[src/rtl/btb_redirect_unit.sv]
// rtl/btb_redirect_unit.sv - branch target buffer with fetch prediction and EX-stage redirect
//
// Direct-mapped BTB consulted at fetch to pick next_pc, a two-deep prediction
// pipeline (IF->ID->EX) carrying what fetch assumed, and EX-stage resolution
// that raises mispredict/redirect_pc and trains the BTB on taken control flow.
//
// Ports:
//   clk, rst             clock; asynchronous active-low reset
//   stall                pipeline hold, freezes all state
//   if_pc, if_opcode     fetch address and opcode of the fetched instruction
//   pred_br              direction predictor opinion for if_pc
//   ex_valid, ex_pc      EX instruction presence and address
//   ex_is_br, ex_is_jump EX instruction class (conditional branch / JAL-JALR)
//   ex_br_en, ex_target  resolved branch condition and target
//   next_pc              PC to fetch next cycle
//   if_pred_taken        fetch predicted taken
//   mispredict           EX resolution disagrees with the carried prediction
//   redirect_pc          correct next PC (meaningful while mispredict is high)
//   pred_ld, write_pc    direction predictor update strobe and its PC
//   mispredict_count     saturating count of mispredicts

module btb_redirect_unit #(
    parameter int idx_width = 4
) (
    input  logic        clk,
    input  logic        rst,
    input  logic        stall,
    input  logic [31:0] if_pc,
    input  logic [6:0]  if_opcode,
    input  logic        pred_br,
    input  logic        ex_valid,
    input  logic [31:0] ex_pc,
    input  logic        ex_is_br,
    input  logic        ex_is_jump,
    input  logic        ex_br_en,
    input  logic [31:0] ex_target,
    output logic [31:0] next_pc,
    output logic        if_pred_taken,
    output logic        mispredict,
    output logic [31:0] redirect_pc,
    output logic        pred_ld,
    output logic [31:0] write_pc,
    output logic [15:0] mispredict_count
);

    localparam int entries   = 1 << idx_width;
    localparam int tag_width = 30 - idx_width;

    localparam logic [6:0] op_jal    = 7'b1101111;
    localparam logic [6:0] op_branch = 7'b1100011;

    typedef struct packed {
        logic        valid;
        logic        pred_taken;
        logic [31:0] pred_target;
    } pred_t;

    // BTB storage; only the valid bits need reset
    logic [entries-1:0]   btb_valid;
    logic [tag_width-1:0] btb_tag    [entries];
    logic [31:0]          btb_target [entries];

    logic [idx_width-1:0] if_idx;
    logic [tag_width-1:0] if_tag;
    logic [idx_width-1:0] ex_idx;
    logic [tag_width-1:0] ex_tag;

    logic        hit;
    logic        is_jal;
    logic        is_branch;
    logic        ex_taken;
    logic        btb_we;
    logic [31:0] ex_seq_pc;

    pred_t stage1;
    pred_t stage2;

    assign if_idx = if_pc[idx_width+1:2];
    assign if_tag = if_pc[31:idx_width+2];
    assign ex_idx = ex_pc[idx_width+1:2];
    assign ex_tag = ex_pc[31:idx_width+2];

    // Fetch-side lookup. A write in the same cycle is not bypassed: the read
    // sees the entry as it stood before the edge.
    assign hit       = btb_valid[if_idx] && (btb_tag[if_idx] == if_tag);
    assign is_jal    = (if_opcode == op_jal);
    assign is_branch = (if_opcode == op_branch);

    assign if_pred_taken = hit && (is_jal || (is_branch && pred_br));
    assign next_pc       = if_pred_taken ? btb_target[if_idx] : (if_pc + 32'd4);

    // EX-side resolution
    assign ex_taken    = ex_is_jump || (ex_is_br && ex_br_en);
    assign ex_seq_pc   = ex_pc + 32'd4;
    assign redirect_pc = ex_taken ? ex_target : ex_seq_pc;

    // Target is only compared when both sides agree on taken; a not-taken
    // prediction carries a sequential address that must not matter.
    assign mispredict = ex_valid && !stall && stage2.valid &&
                        ((ex_taken != stage2.pred_taken) ||
                         (ex_taken && (ex_target != stage2.pred_target)));

    assign pred_ld  = ex_valid && ex_is_br && !stall;
    assign write_pc = ex_pc;

    // Only taken control flow trains the BTB; not-taken leaves entries alone
    assign btb_we = ex_valid && !stall && ex_taken;

    always_ff @(posedge clk or negedge rst) begin
        if (!rst) begin
            btb_valid <= '0;
        end else if (btb_we) begin
            btb_valid[ex_idx] <= 1'b1;
        end
    end

    always_ff @(posedge clk) begin
        if (btb_we) begin
            btb_tag[ex_idx]    <= ex_tag;
            btb_target[ex_idx] <= ex_target;
        end
    end

    // Prediction pipeline. Every fetched slot is marked valid so that a
    // resolution with no BTB prediction is still checked (as predicted
    // not-taken). A mispredict squashes both younger slots.
    always_ff @(posedge clk or negedge rst) begin
        if (!rst) begin
            stage1 <= '0;
            stage2 <= '0;
        end else if (!stall) begin
            if (mispredict) begin
                stage1 <= '0;
                stage2 <= '0;
            end else begin
                stage1 <= '{valid: 1'b1, pred_taken: if_pred_taken, pred_target: next_pc};
                stage2 <= stage1;
            end
        end
    end

    // mispredict is already gated by stall, so the counter holds during stall
    always_ff @(posedge clk or negedge rst) begin
        if (!rst) begin
            mispredict_count <= '0;
        end else if (mispredict && (mispredict_count != 16'hFFFF)) begin
            mispredict_count <= mispredict_count + 16'd1;
        end
    end

endmodule

[config.mk]
export PLATFORM = sky130hd
export DESIGN_NAME = btb_redirect_unit
export DESIGN_NICKNAME = d
export VERILOG_FILES = /design/src/rtl/btb_redirect_unit.sv
export SDC_FILE = /design/constraint.sdc
export NUM_CORES = 1
export LEC_CHECK = 0
export BUFFER_PORTS_ARGS = -buffer_cell sky130_fd_sc_hd__buf_2
export CORE_MARGIN = 4
export CORE_UTILIZATION = 60
export CTS_CLUSTER_SIZE = 8
export DETAILED_ROUTE_END_ITERATION = 8
export GPL_TIMING_DRIVEN = 0
export PLACE_DENSITY = 0.82
export SLEW_MARGIN = 20
export SYNTH_ARGS = -nofsm -noshare
export SYNTH_HDL_FRONTEND = slang
export SYNTH_SLANG_ARGS = --single-unit
[constraint.sdc]
create_clock -name clk -period 6.36 [get_ports clk]
set_input_delay 0.954 -clock clk [delete_from_list [all_inputs] [get_ports clk]]
set_output_delay 0.954 -clock clk [all_outputs]
set_load 0.01 [all_outputs]
# ---- Word level (Yosys, flattened, before mapping)
# Memory sizes are Yosys's and may differ from the RTL's.
# Cells that the tools add are included.
dict set report word_totals {
  memories 2
  ram_bits 928
  inputBits 111
  latch_bits 0
  register_bits 100
  rom_bits 0
}
# memory depth width read_ports rd_ports_with_merged_regs write_ports line
set memory_table {}
lappend memory_table {btb_target 16 32 1 0 1 61} ;# logic [31:0] btb_target [entries];
lappend memory_table {btb_tag 16 26 1 0 1 60} ;# logic [tag_width-1:0] btb_tag [entries];
dict set report classes {
  n_lt_le_gt_ge 3
  multipliers 0
  muxes 10
  shift 0
  add_sub_neg 3
  bitwise_logic 1
  reduce_logical 17
  eq_ne 6
  div 0
}
# op count
set ops {}
lappend ops {{$mux W34} 2}
lappend ops {{$add A32 B3 Y32 const B} 2}
lappend ops {{$mux W32} 2}
lappend ops {{$ne A32 B32 Y1} 1}
lappend ops {{$eq A26 B26 Y1} 1}
lappend ops {{$add A16 B1 Y16 const B} 1}
lappend ops {{$ne A16 B16 Y1 const B} 1}
lappend ops {{$or A16 B16 Y16} 1}
lappend ops {{$eq A7 B7 Y1 const B} 2}
lappend ops {{$logic_and A1 B1 Y1} 13}
lappend ops {{$lt A4 B5 Y1 const B} 2}
lappend ops {{$bmux W1 S4} 1}
lappend ops {{$demux W1 S4} 1}
lappend ops {{$ge A4 B1 Y1 const B} 1}
lappend ops {{$mux W1} 4}
lappend ops {{$logic_or A1 B1 Y1} 3}
lappend ops {{$logic_not A1 Y1} 1}
lappend ops {{$ne A1 B1 Y1} 1}

# ---- Longest topological paths before layout
dict set report logic_depth {
  ltp_word 6
  ltp_mapped 15
  mapped_depth_nobuf 9
}

# ---- Least setup slack after synthesis
# OpenSTA, ideal clock, no wires.
dict set report synth_timing {
  path_type {input -> register}
  startpoint {in ex_is_br}
  endpoint {reg btb_valid[0]}
  cell_stages 6
  slack_ps 204
  path_buffers 1
  required_ps 6271
  arrival_time_ps 6067
  cell_sequence {a21o_1 clkbuf_1 and2_1 nand2_1 nor3_1 or2_2}
}
dict set report synth_via {
  elab_chain_len 3
}
# item line
set synth_lines {}
lappend synth_lines {{start, declared} 33} ;# input logic ex_is_br,
lappend synth_lines {{$logic_and A1 B1 Y1} 93} ;# assign ex_taken = ex_is_jump || (ex_is_br && ex_br_en);
lappend synth_lines {{$logic_or A1 B1 Y1} 93}
lappend synth_lines {{$logic_and A1 B1 Y1} 107} ;# assign btb_we = ex_valid && !stall && ex_taken;
lappend synth_lines {{end signal, assigned} 111} ;# btb_valid <= '0;
lappend synth_lines {{end signal, assigned by index} 113} ;# btb_valid[ex_idx] <= 1'b1;
lappend synth_lines {{end, declared} 59} ;# logic [entries-1:0] btb_valid;
# No other way between the ends.
# A chain may end at the register's enable or synchronous reset.

# ---- Worst setup path after layout
dict set report layout_timing {
  startpoint {in if_pc[3]}
  endpoint {out next_pc[9]}
}
dict set report layout_via {
  elab_chain_len 5
}
# item line
set layout_lines {}
lappend layout_lines {{start, declared} 28} ;# input logic [31:0] if_pc,
lappend layout_lines {{$mem_v2 Z16 W26 or $bmux W1 S4 (tied branches)} --}
lappend layout_lines {{$eq A26 B26 Y1 or $mux W1 (tied branches)} 85} ;# assign hit = btb_valid[if_idx] && (btb_tag[if_idx] == if_tag);
lappend layout_lines {{$logic_and A1 B1 Y1} 85}
lappend layout_lines {{$logic_and A1 B1 Y1} 89} ;# assign if_pred_taken = hit && (is_jal || (is_branch && pred_br));
lappend layout_lines {{$mux W32 (*)} 90} ;# assign next_pc = if_pred_taken ? btb_target[if_idx] : (if_pc + 32'd4);
lappend layout_lines {{end, declared} 37} ;# output logic [31:0] next_pc,
# Mark *: on every way between the ends. The rest lies on a longest branch, timed or not. The select of a mux whose other input is x is not followed.

==> flow_summary.json <==
{
  "cts_buffers": 146,
  "antenna_found_initial": 9,
  "ctsHoldBuffers": 0,
  "cts_tree": "built",
  "path_class": "in -> out",
  "place_congestion": 0.977,
  "multi_input_area_sq_mm": 0.0116,
  "seq_area_frac_synth": 0.711,
  "rows": 97,
  "port_buffers": 210,
  "clock_path_buffers": 3,
  "yosys-top-cells-area": "edfxtp_1, mux4_2, dfrtp_1",
  "cts_root_buf": "clkbuf_16",
  "post-route-min-period_ps": 6370,
  "fin_crit_sh": 1.00,
  "die-area_sq_mm": 0.0755,
  "synth-compound-area-share": 0.0339,
  "worst-path-stages": 14,
  "vias": 26500,
  "syn_area_sq_mm": 0.0427,
  "grt_usage": 0.358,
  "synth_nets": 2474,
  "setup_ws_ps": -6.41,
  "power_density_mw_per_mm2": 315,
  "dr.first_iter.drc_count": 4564,
  "nets": 2903,
  "fp.coreArea_sq_mm": 0.0703,
  "die_height_um": 275,
  "initial_core_util": 0.608,
  "worstPathArrival_ps": 5410,
  "yosys.area.top_type_share": 0.653,
  "cp_max_fo": 19,
  "leakagePower_nw": 17.4,
  "ys.flop_type": "edfxtp_1",
  "critPathSlowestCell": "or4b_1",
  "grt_pass1_vias": 26700,
  "muxShareOfSynthArea": 0.153,
  "synth_top_area_cell": "edfxtp_1",
  "netlist_instances": 2357,
  "wire_per_inst_um": 35.1,
  "seqCellArea_sq_mm": 0.0304,
  "ios": 226,
  "dp_hpwl_um": 89400,
  "async_flop_share": 0.0973,
  "synth_top_family_by_area": "multiplexers",
  "grt_max_degree": 73,
  "cap_violations": 0,
  "drv_slew": 0,
  "fmax_mhz": 157,
  "syn2layout_area_growth_pct": 18.7,
  "pre_cts_ws_ps": -386,
  "required_ps": 5410,
  "holdCritPathClass": "in -> async",
  "synth_seq_cells": 1028,
  "avgSynthCellArea_sq_um": 18.1,
  "synth_cell_types": 67,
  "failed_checks": "negative setup slack",
  "drcViolationCount": 0,
  "fp.dieW_um": 275,
  "clock_latency_ps": 740,
  "skew_ps": 25.1,
  "tightest_slew_ps": 1000,
  "synth_edf_count": 928,
  "reg2regPathDepth": 10,
  "endpoint_kind": "output pin",
  "drt-total-wl_um": 134000,
  "critPathTopFamily": "buffers and inverters",
  "htreeDepth": 4,
  "grt_pass1_wl_um": 190000,
  "drive_gt1_frac": 0.309,
  "setup_viol": 1,
  "path_buf_inv": 7,
  "viasPerCell": 6.96,
  "path_clk_slew_ps": 50,
  "status": "finished with violations",
  "hold_slack_ps": 143,
  "max_stage_delay_ps": 680,
  "firstDrtPassIters": 8,
  "relSlewSlack": 0.330,
  "synth-simple-area-share": 0.0521,
  "fillers": 4013,
  "synthXorXnorAreaFrac": 0.0244,
  "vdd_drop_max_mv": 0.275,
  "hold_violations": 0,
  "antenna_left": 0,
  "clock-sinks": 1028,
  "cp-start-kind": "input port",
  "synth_adder_area_share": 0.00176,
  "cp_cell_sequence": "buf_2, buf_6, buf_6, buf_4, mux4_2, mux2i_1, o22a_1, a31oi_1, or4b_1, clkbuf_1, clkbuf_2, nor4_2, nor2_1, buf_2",
  "yosysWarnings": 0,
  "gr-total-overflow": 0
}
per-layer routing:
metal,global-route usage,part of all wire,vias up
li1,-,-,10300
met4,0.152,0.051,8
met5,0,0.00043,-
met2,0.559,0.47,2376
met1,0.478,0.34,13400
met3,0.108,0.14,486
cell usage in the layout, fill, tap and decap left out, types with 65 or more instances in the layout:
cell       instances
edfxtp_1         928
mux2i_1           74
mux4_2           252
nand2_1          183
clkbuf_16        146
dfrtp_1          100
buf_4             65
o21ai_0           68
clkbuf_1         123
buf_2            235
xnor2_1           84
synth_stat cells (3+ instances only):
master     instances
edfxtp_1         928
mux4_2           252
nand2_1          183
dfrtp_1          100
xnor2_1           84
clkbuf_1          81
mux2i_1           76
nor2_1            70
o21ai_0           68
buf_4             39
nor4_1            38
xor2_1            35
a31oi_1           34
buf_2             31
nand4_1           31
o31ai_1           30
nand3_1           26
inv_1             23
or2_2             18
and3_1            17
a22oi_1           15
nor3_1            15
a21oi_1           14
buf_6             11
buf_1              9
nor2b_1            9
a221oi_1           7
and4_1             7
nand2b_1           7
a211oi_1           6
a22o_1             6
and2_1             6
ha_1               6
nor3b_1            6
o22ai_1            5
or3_1              5
nand3b_1           4
a221o_1            3
a311oi_1           3
mux2_2             3
mux2_4             3
o2111ai_1          3
o21ai_1            3
o22a_1             3
or4b_1             3
metrics by stage:
| stage | setup TNS (ps) | power, mW | cell area, sq um | std cells | util |
|---|---|---|---|---|---|
| finish | -6.41 | 15.9 | 50700 | 3815 | 0.721 |
| global route | -67.7 | 16.3 | 50600 | 3808 | 0.721 |
| CTS | 0 | 15.9 | 50400 | 3809 | 0.718 |
| detailed placement | -5220 | 8.87 | 46200 | 3580 | 0.658 |
| global placement | -2378950 | 8.81 | 44900 | 3507 | 0.639 |
| floorplan | 0 | 8.33 | 42700 | 2357 | - |
area by class of cell:
class	instances	area share
multi-input combinational	1132	0.229
buffer	170	0.0196
clock buffer	215	0.0774
tap	940	0.0232
sequential	1028	0.599
antenna	7	0.000346
clock inverter	15	0.00472
timing repair buffer	283	0.0441
inverter	25	0.00185
path summary, 6_finish.rpt:
path / from / slack (ps) / to
worst max-delay path: if_pc[3] / -6 / next_pc[9]
worst min-delay path: rst / 140 / mispredict_count[12]
worst max register to register: btb_tag[15][1] / 2330 / stage1[26]
worst min register to register: btb_valid[6] / 470 / btb_valid[6]
max in group asynchronous: rst / 5480 / stage2[16]
min in group clk: btb_valid[6] / 470 / btb_valid[6]
logic make-up (layout without fill, tap and decap cells):
family | count (synthesis) | in the layout
adder cells (fa/ha/maj) | 6 | 6
AND/OR/NAND/NOR | 453 | 453
AO/OA/AOI/OAI | 219 | 219
XOR/XNOR | 119 | 119
multiplexers | 335 | 335
flip-flops | 1028 | 1028
buffers and inverters | 197 | 708
other | 0 | 7
where the power goes:
group	switching, mW	internal, mW
registers	0.0796	7.52
logic	0.770	0.451
clock network	2.88	4.25
sequential cells by signal, indices dropped and copies added, names as in the netlist:
signal            flops
btb_target          512
btb_tag             416
stage1               34
stage2               34
btb_valid            16
mispredict_count     16
timing repair:
item	in CTS	in global routing
endpoints found under the setup margin	33	32
buffers inserted	0	0
resized for setup	25	56
cloned	0	0
pin swaps	0	1
No activity file was read; power rests on OpenSTA's default activity.
